--- src/rtl/spi_pwm_pkg.sv ---
// Shared definitions for the spi_pwm link: frame size, host FSM states, SPI mode.
// Latency: n/a (constants and types only).
// Backpressure: n/a.
package spi_pwm_pkg;

    localparam int FRAME_BITS = 32;
    localparam int BIT_CNT_W  = $clog2(FRAME_BITS);

    // SPI mode 0: clock idles low, data sampled on the rising edge
    localparam logic CPOL = 1'b0;
    localparam logic CPHA = 1'b0;

    typedef enum logic [2:0] {
        IDLE,
        LEAD,
        SCLK_HI,
        SCLK_LO,
        TRAIL,
        GAP
    } state_t;

endpackage

--- src/rtl/spi_clk_div.sv ---
// Half-period timer: pulses tick on the last cycle of each CLK_DIV-cycle phase.
// Latency: tick is CLK_DIV-1 cycles after the last reload.
// Backpressure: none; reload restarts the phase immediately.
module spi_clk_div #(
    parameter int CLK_DIV = 2
) (
    input  logic clk,
    input  logic rst,
    input  logic reload,
    output logic tick
);

    localparam int CNT_W = $clog2(CLK_DIV + 1);

    logic [CNT_W-1:0] cnt;

    assign tick = (cnt == CNT_W'(CLK_DIV - 1));

    // Count up through one phase; restart at each phase boundary or on request
    always_ff @(posedge clk or posedge rst) begin
        if (rst) begin
            cnt <= '0;
        end else if (reload || tick) begin
            cnt <= '0;
        end else begin
            cnt <= cnt + CNT_W'(1);
        end
    end

endmodule

--- src/rtl/spi_pwm_host.sv ---
// SPI mode-0 master: shifts one 32-bit frame MSB-first per start, captures MISO.
// Latency: ss_n falls 1 cycle after start is sampled, done 66*CLK_DIV cycles later.
// Backpressure: start is ignored while busy; next frame accepted once busy drops.
module spi_pwm_host
    import spi_pwm_pkg::*;
#(
    parameter int CLK_DIV = 2
) (
    input  logic                  clk,
    input  logic                  rst,
    input  logic                  start,
    input  logic [FRAME_BITS-1:0] tx_data,
    output logic                  busy,
    output logic                  done,
    output logic [FRAME_BITS-1:0] rx_data,
    output logic                  sclk,
    output logic                  ss_n,
    output logic                  mosi,
    input  logic                  miso
);

    state_t                 state;
    logic [FRAME_BITS-1:0]  tx_sh;
    logic [FRAME_BITS-1:0]  rx_sh;
    logic [BIT_CNT_W-1:0]   bit_cnt;
    logic                   tick;

    // Timer is held at zero while idle so the lead phase starts a full period
    spi_clk_div #(
        .CLK_DIV (CLK_DIV)
    ) u_clk_div (
        .clk    (clk),
        .rst    (rst),
        .reload (state == IDLE),
        .tick   (tick)
    );

    // Frame sequencer; every pin is registered so nothing leaks from inputs
    always_ff @(posedge clk or posedge rst) begin
        if (rst) begin
            state   <= IDLE;
            tx_sh   <= '0;
            rx_sh   <= '0;
            bit_cnt <= '0;
            busy    <= 1'b0;
            done    <= 1'b0;
            rx_data <= '0;
            sclk    <= CPOL;
            ss_n    <= 1'b1;
            mosi    <= 1'b0;
        end else begin
            done <= 1'b0;
            case (state)
                IDLE: begin
                    sclk <= CPOL;
                    ss_n <= 1'b1;
                    busy <= 1'b0;
                    if (start) begin
                        tx_sh   <= tx_data;
                        mosi    <= tx_data[FRAME_BITS-1];
                        bit_cnt <= BIT_CNT_W'(FRAME_BITS - 1);
                        ss_n    <= 1'b0;
                        busy    <= 1'b1;
                        state   <= LEAD;
                    end
                end
                LEAD: begin
                    if (tick) begin
                        sclk  <= ~CPOL;
                        state <= SCLK_HI;
                    end
                end
                SCLK_HI: begin
                    if (tick) begin
                        rx_sh <= {rx_sh[FRAME_BITS-2:0], miso};
                        sclk  <= CPOL;
                        // Present the next bit on the falling edge; the last bit just holds
                        if (bit_cnt != '0) begin
                            mosi  <= tx_sh[FRAME_BITS-2];
                            tx_sh <= {tx_sh[FRAME_BITS-2:0], 1'b0};
                        end
                        state <= SCLK_LO;
                    end
                end
                SCLK_LO: begin
                    if (tick) begin
                        if (bit_cnt == '0) begin
                            state <= TRAIL;
                        end else begin
                            bit_cnt <= bit_cnt - BIT_CNT_W'(1);
                            sclk    <= ~CPOL;
                            state   <= SCLK_HI;
                        end
                    end
                end
                TRAIL: begin
                    if (tick) begin
                        ss_n    <= 1'b1;
                        rx_data <= rx_sh;
                        done    <= 1'b1;
                        state   <= GAP;
                    end
                end
                GAP: begin
                    if (tick) begin
                        busy  <= 1'b0;
                        state <= IDLE;
                    end
                end
                default: begin
                    state <= IDLE;
                end
            endcase
        end
    end

endmodule
--- config.mk ---
export PLATFORM = sky130hd
export DESIGN_NAME = spi_pwm_host
export DESIGN_NICKNAME = d
export VERILOG_FILES = /design/src/rtl/spi_pwm_pkg.sv /design/src/rtl/spi_clk_div.sv /design/src/rtl/spi_pwm_host.sv
export SDC_FILE = /design/constraint.sdc
export NUM_CORES = 1
export LEC_CHECK = 0
export CAP_MARGIN = 20
export CORE_ASPECT_RATIO = 1.2
export CORE_MARGIN = 5
export CORE_UTILIZATION = 40
export CTS_BUF_LIST = sky130_fd_sc_hd__clkbuf_4
export DETAILED_ROUTE_END_ITERATION = 6
export SLEW_MARGIN = 20
export SYNTH_ARGS = -nofsm -noshare
export SYNTH_HDL_FRONTEND = slang
export SYNTH_HIERARCHICAL = 1
export SYNTH_SLANG_ARGS = --single-unit
--- constraint.sdc ---
create_clock -name clk -period 3.74 [get_ports clk]
set_input_delay 1.122 -clock clk [delete_from_list [all_inputs] [get_ports clk]]
set_output_delay 1.122 -clock clk [all_outputs]
set_load 0.05 [all_outputs]
==> impl_metrics.csv <==
group,metric,value,unit
die,boundaryPins,73,
clocking,tritoncts,"yes",
logic_synthesis,avgSynthCellArea,11.9,um^2
finish,drive_above_1_share,19.9,%
worst_setup_path,cp-end-kind,"output pin",
finish,final_nets,490,
worst_setup_path,max_stage_delay,0.81,ns
timing,period_minus_slack,2.92,ns
grt,grt.overflow.total,0,
die,rows,42,
route,vias_per_cell,4.94,
timing,fin_crit_sh,77.9,%
worst_hold_path,whs_endpoint,"u_clk_div/cnt[0]",
worst_setup_path,reg2reg_from,"state[1]",
worst_setup_path,crit_type,"reg -> out",
timing,fin_setup_tns,0,ns
die,start_util,41.1,%
pwr,report.power.total,3.11,mW
placed_design,place_ws,0.752,ns
logic_synthesis,ys_top_cells_by_area,"dfrtp_1, mux2_2, nand2_1, a31oi_1, nor2_1",
route,dr.pass1.iters,4,
timing,setup-violations-final,0,
route,wl_per_cell,13.5,um
route,drc_errors,0,
logic_synthesis,yosys.area.top_type,"dfrtp_1",
worst_setup_path,worstRegToRegCells,6,
worst_setup_path,path_cells,"clkdlybuf4s50_1",
route,drt-total-wl,8230,um
logic_synthesis,synth_nets,423,
clocking,cts_buffers,9,
placed_design,hpwl,5580,um
grt,grt_antenna_before_repair,1,
logic_synthesis,synth.distinct_cells,37,
clocking,cts_buffer_depth,2,
clocking,cts.sink_count,110,
timing,timing.fmax,343,MHz
worst_hold_path,hold_start,"u_clk_div/cnt[0]",
timing,tightestPinTransition,0.718,ns
worst_setup_path,worstPathRequired,2.62,ns
grt,grt_pass1_wl,14300,um
clocking,post_cts_buffers,0,
worst_setup_path,crit_fanout,2,
worst_setup_path,slowest_stage,"clkdlybuf4s50_1",
die,die_w,108,um
grt,grt_pass1_vias,3057,
logic_synthesis,yosys.area.top_type_share,59.6,%
finish,stdcell_count,608,
placed_design,dp_cells,595,
logic_synthesis,synth_area,4580,um^2
timing,worst_slack,0.825,ns
worst_hold_path,hold_path.class,"reg -> reg",
finish,area_growth_syn_to_layout,20.9,%
route,vias,3001,
logic_synthesis,synth_edf_count,0,
worst_setup_path,cp_top_family,"buffers and inverters",
logic_synthesis,synth_warnings,6,
die,dieArea,13700,um^2
clocking,cts_resized,0,
placed_design,dpl_cell_area,5450,um^2
outcome,status,"finished clean",
job,drv_cap,0,
timing,fin_skew,0.00957,ns
timing,drv_slew,0,
clocking,clk_pin_slew,0.14,ns
logic_synthesis,post-synth-top-count-cell,"dfrtp_1",
logic_synthesis,synth_seq_cells,110,
grt,grt_max_degree,64,
die,coreArea,11100,um^2
timing,slew_headroom,51.5,%
clocking,clockRootBuffer,"clkbuf_4",
worst_setup_path,crit_arrival,1.79,ns
timing,whs,0.452,ns
route,ant_nets,0,
finish,final_util,49.7,%
logic_synthesis,netlist_top_cells_count,"dfrtp_1, nand2_1, mux2_2",
timing,rsz0062_at_grt,"false",
finish,fillers,1029,
worst_setup_path,worstSetupStartpointType,"flop",
pwr,peakVddDrop,0.257,mV
grt,track_usage,12.8,%
logic_synthesis,async_flop_share,100,%
placed_design,place_congestion,0.761,
worst_setup_path,r2r_slack,1.68,ns
worst_setup_path,worst_r2r_endpoint,"tx_sh[1]",
logic_synthesis,yosys_most_used_dff,"dfrtp_1",
die,die-height,127,um
pwr,p_leak,2.49,nW
logic_synthesis,synth_cells,385,
worst_hold_path,whs_path_depth,1,
placed_design,portBuffers,72,
finish,final_area,5540,um^2
clocking,hold_buffers,0,
worst_setup_path,crit_buf_inv,1,
route,dr.first_iter.drc_count,208,
logic_synthesis,yosysSeqAreaShare,60.1,%
pwr,power_density,562,nW/um^2
clocking,htreeDepth,3,
timing,hold_viol_final,0,
clocking,clk-insertion-delay-late,0.44,ns
-- layout by cell type (no fill, tap or decap), drive strengths merged, types with 6 or more instances in the layout --
cell | synthesis | final
dfrtp | 109 | 109
clkdlybuf4s50 | 0 | 72
nand2 | 68 | 68
mux2 | 64 | 64
nor2 | 39 | 39
a31oi | 32 | 32
clkbuf | 7 | 9
inv | 9 | 8
buf | 16 | 7
a21oi | 6 | 6
nor3 | 6 | 6
-- worst register-to-register path: stages (launching register included) --
cell	delay, ns
dfrtp_1	0.69
nor3b_2	0.25
buf_4	0.34
a31o_2	0.24
buf_12	0.24
nor2_1	0.08
a31oi_1	0.15
-- sequential cells by signal (all words and copies together), names as in the netlist --
name and count:
bit_cnt 5, rx_sh 32, ss_n 1, mosi 1, rx_data 32, sclk 1
tx_sh 31, u_clk_div/cnt 2, busy 1, done 1, state 3
-- cells by family after synthesis --
| logic type | count (synthesis) | share of synthesized area [%] |
|---|---|---|
| simple gates | 124 | 11.8 |
| flops | 110 | 60.1 |
| mux | 64 | 15.7 |
| compound gates | 53 | 7.57 |
| buf+inv | 32 | 4.18 |
| fa+ha+maj | 2 | 0.546 |
-- routing by layer --
layer,vias to the layer above,track usage (%),part of all wire (%)
met1,1473,16.1,44
met2,60,21.5,51
li1,1461,-,-
met5,-,0,0
met4,0,5.13,1.3
met3,7,2.62,3.5
-- how the worst max path moves through the flow --
| stage | depth (start not counted) | slack, ns | startpoint | endpoint |
|---|---|---|---|---|
| after detailed placement | 6 | 0.75 | start | tx_sh[17] |
| after floorplan | 1 | 1.32 | rst | bit_cnt[0] |
| after CTS | 1 | 0.77 | ss_n | ss_n |
| after global placement | 6 | 0.85 | start | mosi |
| final | 1 | 0.82 | ss_n | ss_n |
| after global routing | 1 | 0.74 | ss_n | ss_n |
-- where the power goes --
| group | internal, mW | total, mW | switching, mW |
|---|---|---|---|
| clock | 0.120 | 0.466 | 0.346 |
| combinational | 0.429 | 1.00 | 0.572 |
| sequential | 1.45 | 1.65 | 0.195 |
-- final cells by class --
class                           count  area (um^2)  area share [%]
Sequential cell                   110         2750            49.8
Clock inverter                      3         16.3           0.294
Antenna cell                        1         2.50          0.0452
Timing Repair Buffer               79          811            14.6
Multi-Input combinational cell    243         1650            29.9
Inverter                            9         37.5           0.678
Clock buffer                        9         67.6            1.22
Tap cell                          154          193            3.48
Power figures use the tool's default switching activity.
